### src/rtl/keccak_msg_feeder_if.sv
// Signal bundle between the hashing control, the message feeder and the Keccak core.
// The master view is the feeder; the slave view is its environment.
interface keccak_msg_feeder_if #(
    parameter int D     = 512,
    parameter int LEN_W = 16
);
    logic             start;
    logic [LEN_W-1:0] msg_len;
    logic             busy;
    logic [7:0]       byte_in;
    logic             byte_valid;
    logic             byte_ready;
    logic             core_reset;
    logic [63:0]      core_in;
    logic             core_in_ready;
    logic             core_is_last;
    logic [2:0]       core_byte_num;
    logic             core_buffer_full;
    logic [D-1:0]     core_out;
    logic             core_out_ready;
    logic [D-1:0]     digest;
    logic             digest_valid;
    logic             done;

    modport master (
        input  start, msg_len, byte_in, byte_valid, core_buffer_full, core_out, core_out_ready,
        output busy, byte_ready, core_reset, core_in, core_in_ready, core_is_last,
               core_byte_num, digest, digest_valid, done
    );

    modport slave (
        output start, msg_len, byte_in, byte_valid, core_buffer_full, core_out, core_out_ready,
        input  busy, byte_ready, core_reset, core_in, core_in_ready, core_is_last,
               core_byte_num, digest, digest_valid, done
    );
endinterface

### src/rtl/keccak_msg_feeder.sv
// Packs a byte stream big-endian into 64-bit words for the Keccak core, re-arms the
// core per message and captures the digest once the core reports it.
module keccak_msg_feeder #(
    parameter int D     = 512,
    parameter int LEN_W = 16
) (
    input  logic                 clk,
    input  logic                 reset,
    keccak_msg_feeder_if.master  bus
);

    typedef enum logic [2:0] {IDLE, CRST, GATHER, SEND, WAIT_OUT} state_t;

    state_t           r_state;
    state_t           w_state_nxt;
    logic [63:0]      r_word;
    logic [3:0]       r_cnt;
    logic [LEN_W-1:0] r_rem;
    logic             r_last;
    logic [2:0]       r_bnum;
    logic             r_pend;
    logic             r_busy;
    logic [D-1:0]     r_digest;
    logic             r_dvalid;
    logic             r_done;

    logic             w_byte_ready;
    logic             w_xfer;
    logic [3:0]       w_cnt_inc;
    logic [LEN_W-1:0] w_rem_dec;
    logic [63:0]      w_word_ins;

    assign w_byte_ready = (r_state == GATHER) && (r_cnt < 4'd8) && (r_rem != '0);
    assign w_xfer       = bus.byte_valid && w_byte_ready;
    assign w_cnt_inc    = r_cnt + 4'd1;
    assign w_rem_dec    = r_rem - LEN_W'(1);
    // Byte k of the word lands in bits [63-8k -: 8]; lower bytes stay zero until filled.
    assign w_word_ins   = r_word | ({bus.byte_in, 56'd0} >> {r_cnt[2:0], 3'b000});

    always_ff @(posedge clk) begin
        if (reset) begin
            r_state <= IDLE;
        end else begin
            r_state <= w_state_nxt;
        end
    end

    always_comb begin
        w_state_nxt = r_state;
        case (r_state)
            IDLE:     if (bus.start) w_state_nxt = CRST;
            CRST:     w_state_nxt = (r_rem == '0) ? SEND : GATHER;
            GATHER:   if (w_xfer && ((w_cnt_inc == 4'd8) || (w_rem_dec == '0))) w_state_nxt = SEND;
            SEND: begin
                if (!bus.core_buffer_full) begin
                    if (r_last)       w_state_nxt = WAIT_OUT;
                    else if (!r_pend) w_state_nxt = GATHER;
                end
            end
            WAIT_OUT: if (bus.core_out_ready) w_state_nxt = IDLE;
            default:  w_state_nxt = IDLE;
        endcase
    end

    always_ff @(posedge clk) begin
        if (reset) begin
            r_word   <= '0;
            r_cnt    <= '0;
            r_rem    <= '0;
            r_last   <= 1'b0;
            r_bnum   <= '0;
            r_pend   <= 1'b0;
            r_busy   <= 1'b0;
            r_digest <= '0;
            r_dvalid <= 1'b0;
            r_done   <= 1'b0;
        end else begin
            r_done <= 1'b0;
            case (r_state)
                IDLE: begin
                    if (bus.start) begin
                        r_rem    <= bus.msg_len;
                        r_word   <= '0;
                        r_cnt    <= '0;
                        r_last   <= 1'b0;
                        r_bnum   <= '0;
                        r_pend   <= 1'b0;
                        r_dvalid <= 1'b0;
                        r_busy   <= 1'b1;
                    end
                end
                CRST: begin
                    if (r_rem == '0) begin
                        r_word <= '0;
                        r_last <= 1'b1;
                        r_bnum <= '0;
                    end
                end
                GATHER: begin
                    if (w_xfer) begin
                        r_word <= w_word_ins;
                        r_cnt  <= w_cnt_inc;
                        r_rem  <= w_rem_dec;
                        // A full final word still needs an empty is_last word behind it.
                        if (w_cnt_inc == 4'd8) begin
                            r_last <= 1'b0;
                            r_bnum <= '0;
                            r_pend <= (w_rem_dec == '0);
                        end else if (w_rem_dec == '0) begin
                            r_last <= 1'b1;
                            r_bnum <= w_cnt_inc[2:0];
                        end
                    end
                end
                SEND: begin
                    if (!bus.core_buffer_full && !r_last) begin
                        r_word <= '0;
                        if (r_pend) begin
                            r_last <= 1'b1;
                            r_bnum <= '0;
                            r_pend <= 1'b0;
                        end else begin
                            r_cnt <= '0;
                        end
                    end
                end
                WAIT_OUT: begin
                    if (bus.core_out_ready) begin
                        r_digest <= bus.core_out;
                        r_dvalid <= 1'b1;
                        r_busy   <= 1'b0;
                        r_done   <= 1'b1;
                    end
                end
                default: ;
            endcase
        end
    end

    // The system reset already clears the core, so the re-arm pulse is suppressed then.
    assign bus.core_reset    = (r_state == CRST) && !reset;
    assign bus.byte_ready    = w_byte_ready;
    assign bus.core_in_ready = (r_state == SEND);
    assign bus.core_in       = (r_state == SEND) ? r_word : 64'd0;
    assign bus.core_is_last  = (r_state == SEND) && r_last;
    assign bus.core_byte_num = (r_state == SEND) ? r_bnum : 3'd0;
    assign bus.busy          = r_busy;
    assign bus.digest        = r_digest;
    assign bus.digest_valid  = r_dvalid;
    assign bus.done          = r_done;

endmodule

### src/flat_wrapper.sv
// flat-port wrapper written by rule: the top's interface ports become plain ports
module keccak_msg_feeder_flat 
#(
    parameter int D     = 512,
    parameter int LEN_W = 16
)
  (clk, reset, bus_start, bus_msg_len, bus_byte_in, bus_byte_valid, bus_core_buffer_full, bus_core_out, bus_core_out_ready, bus_busy, bus_byte_ready, bus_core_reset, bus_core_in, bus_core_in_ready, bus_core_is_last, bus_core_byte_num, bus_digest, bus_digest_valid, bus_done);
  keccak_msg_feeder_if #(.D(D), .LEN_W(LEN_W)) bus_i ();
  input  logic clk;
  input  logic reset;
  input wire logic [$bits(bus_i.start)-1:0] bus_start;
  input wire logic [$bits(bus_i.msg_len)-1:0] bus_msg_len;
  input wire logic [$bits(bus_i.byte_in)-1:0] bus_byte_in;
  input wire logic [$bits(bus_i.byte_valid)-1:0] bus_byte_valid;
  input wire logic [$bits(bus_i.core_buffer_full)-1:0] bus_core_buffer_full;
  input wire logic [$bits(bus_i.core_out)-1:0] bus_core_out;
  input wire logic [$bits(bus_i.core_out_ready)-1:0] bus_core_out_ready;
  output wire logic [$bits(bus_i.busy)-1:0] bus_busy;
  output wire logic [$bits(bus_i.byte_ready)-1:0] bus_byte_ready;
  output wire logic [$bits(bus_i.core_reset)-1:0] bus_core_reset;
  output wire logic [$bits(bus_i.core_in)-1:0] bus_core_in;
  output wire logic [$bits(bus_i.core_in_ready)-1:0] bus_core_in_ready;
  output wire logic [$bits(bus_i.core_is_last)-1:0] bus_core_is_last;
  output wire logic [$bits(bus_i.core_byte_num)-1:0] bus_core_byte_num;
  output wire logic [$bits(bus_i.digest)-1:0] bus_digest;
  output wire logic [$bits(bus_i.digest_valid)-1:0] bus_digest_valid;
  output wire logic [$bits(bus_i.done)-1:0] bus_done;
  assign bus_i.start = bus_start;
  assign bus_i.msg_len = bus_msg_len;
  assign bus_i.byte_in = bus_byte_in;
  assign bus_i.byte_valid = bus_byte_valid;
  assign bus_i.core_buffer_full = bus_core_buffer_full;
  assign bus_i.core_out = bus_core_out;
  assign bus_i.core_out_ready = bus_core_out_ready;
  assign bus_busy = bus_i.busy;
  assign bus_byte_ready = bus_i.byte_ready;
  assign bus_core_reset = bus_i.core_reset;
  assign bus_core_in = bus_i.core_in;
  assign bus_core_in_ready = bus_i.core_in_ready;
  assign bus_core_is_last = bus_i.core_is_last;
  assign bus_core_byte_num = bus_i.core_byte_num;
  assign bus_digest = bus_i.digest;
  assign bus_digest_valid = bus_i.digest_valid;
  assign bus_done = bus_i.done;
  keccak_msg_feeder #(.D(D), .LEN_W(LEN_W)) u_core (.clk(clk), .reset(reset), .bus(bus_i));
endmodule
### config.mk
export PLATFORM = sky130hd
export DESIGN_NAME = keccak_msg_feeder_flat
export DESIGN_NICKNAME = d
export VERILOG_FILES = /design/src/rtl/keccak_msg_feeder_if.sv /design/src/rtl/keccak_msg_feeder.sv /design/src/flat_wrapper.sv
export SDC_FILE = /design/constraint.sdc
export NUM_CORES = 1
export LEC_CHECK = 0
export CAP_MARGIN = 20
export CORE_AREA = 2 2 437 439
export CTS_BUF_LIST = sky130_fd_sc_hd__clkbuf_8 sky130_fd_sc_hd__clkbuf_16
export DETAILED_ROUTE_END_ITERATION = 10
export DIE_AREA = 0 0 439 441
export PLACE_DENSITY_LB_ADDON = 0.25
export RECOVER_POWER = 50
export SYNTH_ARGS = -nofsm -noshare
export SYNTH_HDL_FRONTEND = slang
export SYNTH_SLANG_ARGS = --single-unit
export TNS_END_PERCENT = 100
### constraint.sdc
create_clock -name clk -period 5.78 [get_ports clk]
set_input_delay 1.156 -clock clk [delete_from_list [all_inputs] [get_ports clk]]
set_output_delay 1.156 -clock clk [all_outputs]
set_load 0.05 [all_outputs]
# After elaboration in Yosys (flattened, before gate mapping)
# Cells that the tools add are included.
[classes]
add_sub_neg = 2
order_cmp = 1
eq_ne = 17
n_shift = 1
n_mux = 49
bitwise = 2
reduce_logical = 28
[ops]
columns = ["cell", "count"]
rows = [
  ["2-to-1 mux 64 bit", 5],
  ["one-hot mux 64 bit (4 select lines)", 1],
  ["OR 64 bit", 1],
  [">> shifter 64 x 6 -> 64 bit", 1],
  ["2-to-1 mux 3 bit", 14],
  ["logical NOT 16 bit", 2],
  ["2-to-1 mux 16 bit", 2],
  ["one-hot mux 16 bit (2 select lines)", 1],
  ["AND reduction 5 bit", 4],
  ["2-to-1 mux 4 bit", 4],
  ["nonzero test 16 bit", 1],
  ["subtractor 16 x 1 -> 16 bit (second input constant)", 1],
  ["2-to-1 mux 1 bit", 15],
  ["one-hot mux 3 bit (5 select lines)", 1],
  ["!= test 2 bit (second input constant)", 6],
  ["one-hot mux 3 bit (4 select lines)", 1],
  ["one-hot mux 4 bit (3 select lines)", 1],
  ["!= test 2 x 1 -> 1 bit (second input constant)", 4],
  ["logical AND 1 bit", 7],
  ["AND reduction 7 bit", 1],
  ["equality test 3 x 2 -> 1 bit (second input constant)", 2],
  ["AND reduction 3 bit", 2],
  ["adder 4 x 1 -> 4 bit (second input constant)", 1],
  ["equality test 4 bit (second input constant)", 1],
  ["other kinds (17)", 21],
]
[word_totals]
reg_bits = 607
wordCells = 111

# Logic depth before layout (Yosys ltp)
[logic_depth]
ltp_word = 7
ltp_mapped = 10
mapped_depth_nobuf = 8

# Least setup slack after synthesis
# OpenSTA, ideal clock, no wires.
[synth_timing]
path_type = "input to output"
startpoint = "in reset"
endpoint = "out bus_core_reset"
arrival_time_ps = 2634
required_ps = 4624
path_slack_ps = 1990
stages = 3
cell_sequence = "clkbuf_1 > clkbuf_1 > nor3_1"
[synth_between]
elab_chain_len = 2
[synth_rtl]
columns = ["item", "line", "source"]
rows = [
  ["start, declared", "flat_wrapper.sv:10", "input logic reset;"],
  ["logical NOT 1 bit", "keccak_msg_feeder.sv:141", "assign bus.core_reset = (r_state == CRST) && !reset;"],
  ["logical AND 1 bit", "keccak_msg_feeder.sv:141", ""],
  ["end, declared", "flat_wrapper.sv:20", "output wire logic [$bits(bus_i.core_reset)-1:0] bus_core_reset;"],
]
# Every way passes these cells.

# Worst setup path after layout
[layout_timing]
startpoint = "in bus_core_out_ready"
endpoint = "reg u_core.r_digest[186] (netlist: u_core.bus.digest[186])"
[layout_between]
elab_chain_len = 1
[layout_rtl]
columns = ["item", "line", "source"]
rows = [
  ["start, declared", "flat_wrapper.sv:17", "input wire logic [$bits(bus_i.core_out_ready)-1:0] bus_core_out_ready;"],
  ["AND reduction 2 bit (no source line)", "-", ""],
  ["end signal, assigned", "keccak_msg_feeder.sv:129", "r_digest <= bus.core_out;"],
  ["end, declared", "keccak_msg_feeder.sv:23", "logic [D-1:0] r_digest;"],
]
# Every way passes these cells.
# A chain may end at the register's enable or synchronous reset.

==> impl_metrics.csv <==
group,metric,value,unit
detailed_routing,vias,22862,
pwr,p_per_area,285,mW/mm²
synthesis,synth_flop_cell,"dfxtp_1",
cts,cts_hold_buf,0,
cts,cts_tree,"built",
cts,cts-htree-levels,3,
worst_setup_path,worst_ep_required_time,6360,ps
worst_setup_path,crit_chain,"dlygate4sd3_1 -> and3_1 -> buf_12 -> clkbuf_1 -> nand2_1 -> a21oi_1",
final_layout,fin_util,20.3,%
detailed_routing,viasPerCell,3.57,
floorplan,ioPinCount,1128,
worst_setup_path,crit_slowest_cell,"and3_1",
timing,slew_violations,153,
run_status,violations,"max-capacitance violations, max-slew violations",
timing,post-route-period-util,80.5,%
final_layout,syn_to_final_growth,76.7,%
timing,min_period,4660,ps
synthesis,netlist_area,0.0218,mm²
detailed_routing,drc_errors,0,
synthesis,yosysWarnings,0,
global_routing,grt_max_degree,165,
timing,setup_violations,0,
min_path,hp-class,"reg2reg",
cts,cts_buffer_depth,3,
detailed_routing,drt_wl_total,129,mm
timing,setup_tns,0,ps
final_layout,multiInputGateArea,0.00883,mm²
detailed_routing,ant_nets,0,
synthesis,synth.distinct_cells,59,
cts,cts_setup_buffers,0,
floorplan,die_w,439,µm
pwr,total_power,0.0110,W
global_routing,track_usage,12.6,%
detailed_routing,wire_per_inst,20.2,µm
run_status,status,"complete, but fails checks",
synthesis,synth-seq-area-share,55.8,%
worst_setup_path,cp.buffers_inverters,3,
floorplan,die_area,0.194,mm²
timing,fmax,0.215,GHz
detailed_routing,firstDrtPassIters,5,
synthesis,syn_inst,2775,
synthesis,yosys.area.top_type_share,55.8,%
cts,post_cts_resize_count,0,
synthesis,synth_edf_count,0,
placement,dp_hpwl,99.5,mm
placement,port_buffers,1127,
cts,insertion_delay,680,ps
worst_setup_path,cp_max_fo,39,
worst_setup_path,critPathKind,"in2reg",
global_routing,antenna_found_initial,35,
final_layout,nFillCells,21145,
final_layout,register_area,0.0122,mm²
synthesis,async_reset_ff_share,0,%
final_layout,layout-drive-gt1-share,4.39,%
floorplan,num_rows,160,
synthesis,ys_ff_latch,607,
worst_setup_path,critPathArrivalTime,5230,ps
synthesis,synth_top_cell_by_area,"dfxtp_1",
synthesis,avgSynthCellArea,7.85,µm²
timing,rsz0062_at_grt,"no",
synthesis,ys_top_cells_by_area,"dfxtp_1, nand2_1, a21oi_1, clkbuf_1, and2_1",
pwr,ir_drop,185,µV
timing,slew_headroom,-72.0,%
floorplan,die_y,441,µm
worst_setup_path,worstSetupStartpointType,"primary input",
final_layout,nNetsFinal,4357,
global_routing,grt_pass1_vias,22204,
timing,final_hold_viol_count,0,
cts,clk_pin_slew,50,ps
timing,tightest_slew,2570,ps
cts,cts_num_sinks,607,
cts,root_buffer,"clkbuf_16",
placement,place.gp.congestion,0.865,
floorplan,initial_core_util,11.5,%
synthesis,synth_nets,3321,
timing,finalClockSkew,30.8,ps
floorplan,core,0.189,mm²
worst_setup_path,slowest_delay,1710,ps
worst_setup_path,crit_path_end_kind,"flop",
detailed_routing,initialDrtViolationCount,1351,
cts,cts_buffers,81,
timing,timing.hold.ws,449,ps
worst_setup_path,path_delay_family,"simple AND/OR/NAND/NOR gates",
job,drv_cap,6,
global_routing,overflow,0,
global_routing,grt_pass1_wl,174,mm
pwr,p_leak,12.6,nW
[final cells by class]
cell class	count	area share (%)
Multi-Input combinational cell	1953	22.9
Clock buffer	104	6.15
Tap cell	2511	8.16
Clock inverter	42	0.848
Timing Repair Buffer	1163	30.2
Sequential cell	607	31.6
Antenna cell	12	0.0780
Inverter	5	0.0488
[registers in the layout (all words and copies together), names as in the netlist]
name and cells:
u_core.r_state 3, u_core.r_last 1, u_core.bus.done 1, u_core.r_word 64
u_core.r_bnum 3, u_core.r_cnt 4, u_core.r_rem 16, u_core.bus.busy 1
u_core.bus.digest 512, u_core.bus.digest_valid 1, u_core.r_pend 1
[per-stage QoR]
| stage | instance area (µm²) | setup slack, ps | cells |
|---|---|---|---|
| final | 38500 | 1120 | 6397 |
| after global routing | 38500 | 759 | 6394 |
| after CTS | 38500 | 1480 | 6385 |
| after detailed placement | 35900 | 1870 | 6239 |
| after global placement | 35800 | 1860 | 6238 |
| after floorplan | 21800 | 1990 | 2775 |
[synth_stat cells, drive strengths merged, types with 2 or more instances]
cell	n
nand4b	2
o211ai	2
nor3	15
a22o	2
buf	4
inv	4
nand4	4
a41oi	8
o31ai	5
nand2	1053
mux2i	2
or3	3
dfxtp	607
xnor2	2
nand3b	3
and2	68
o21ai	25
a31oi	26
clkbuf	206
or4	3
a22oi	8
nor3b	3
nor4	6
nor2b	8
a32oi	2
a21oi	559
and3	5
a211oi	5
a221oi	2
nand2b	4
and4	2
nor2	95
ha	4
nand3	5
nor4b	4
o211a	2
a21boi	2
[worst min-delay path: stages, from the launching register on]
cell and delay, ps:
dfxtp_1 300, nand2_1 50, a21oi_1 50
[final timing paths]
kind | from | end | slack [ps] | cells after the start
worst max register to register | u_core.r_state[0] | u_core.bus.digest[186] | 1360 | 6
worst max-delay path | bus_core_out_ready | u_core.bus.digest[186] | 1120 | 6
worst min-delay path | u_core.bus.digest[459] | u_core.bus.digest[459] | 450 | 2
worst min register to register | u_core.bus.digest[459] | u_core.bus.digest[459] | 450 | 2
[power breakdown]
group | internal (W) | total, W | switching (W)
combinational | 0.000627 | 0.00148 | 0.000848
sequential | 0.00426 | 0.00436 | 0.0000991
clock | 0.00305 | 0.00512 | 0.00207
[cell families (layout without fill, tap and decap cells)]
group / after synthesis / in the layout / synth area share [%]
compound gates: 659 / 659 / 16.1
xor+xnor: 3 / 3 / 0.121
fa+ha+maj: 4 / 4 / 0.230
buf+inv: 215 / 1314 / 3.76
flops: 607 / 607 / 55.8
mux: 2 / 2 / 0.0919
other cells: 0 / 12 / 0
simple gates: 1285 / 1285 / 23.9
[per-layer routing]
layer  wire [µm]  global-route usage (%)
met1       54000                    15.5
met2       62000                    20.7
met3       10100                    4.41
met4        2910                    3.38
met5          82                       0
[layout by cell type, fill, tap and decap left out, types with 7 or more instances in the layout]
cell type and n:
a21oi_1 559, a22oi_1 8, a31oi_1 26, a41oi_1 8, and2_1 68, buf_12 9, buf_4 15, clkbuf_1 8
clkbuf_16 83, clkbuf_8 21, clkdlybuf4s50_1 1069, clkinv_2 7, dfxtp_1 607, diode_2 12, dlygate4sd3_1 57, inv_1 23
nand2_1 1053, nor2_1 94, nor2b_1 8, nor3_1 14, o21ai_0 24
(Power assumes the default switching activity.)
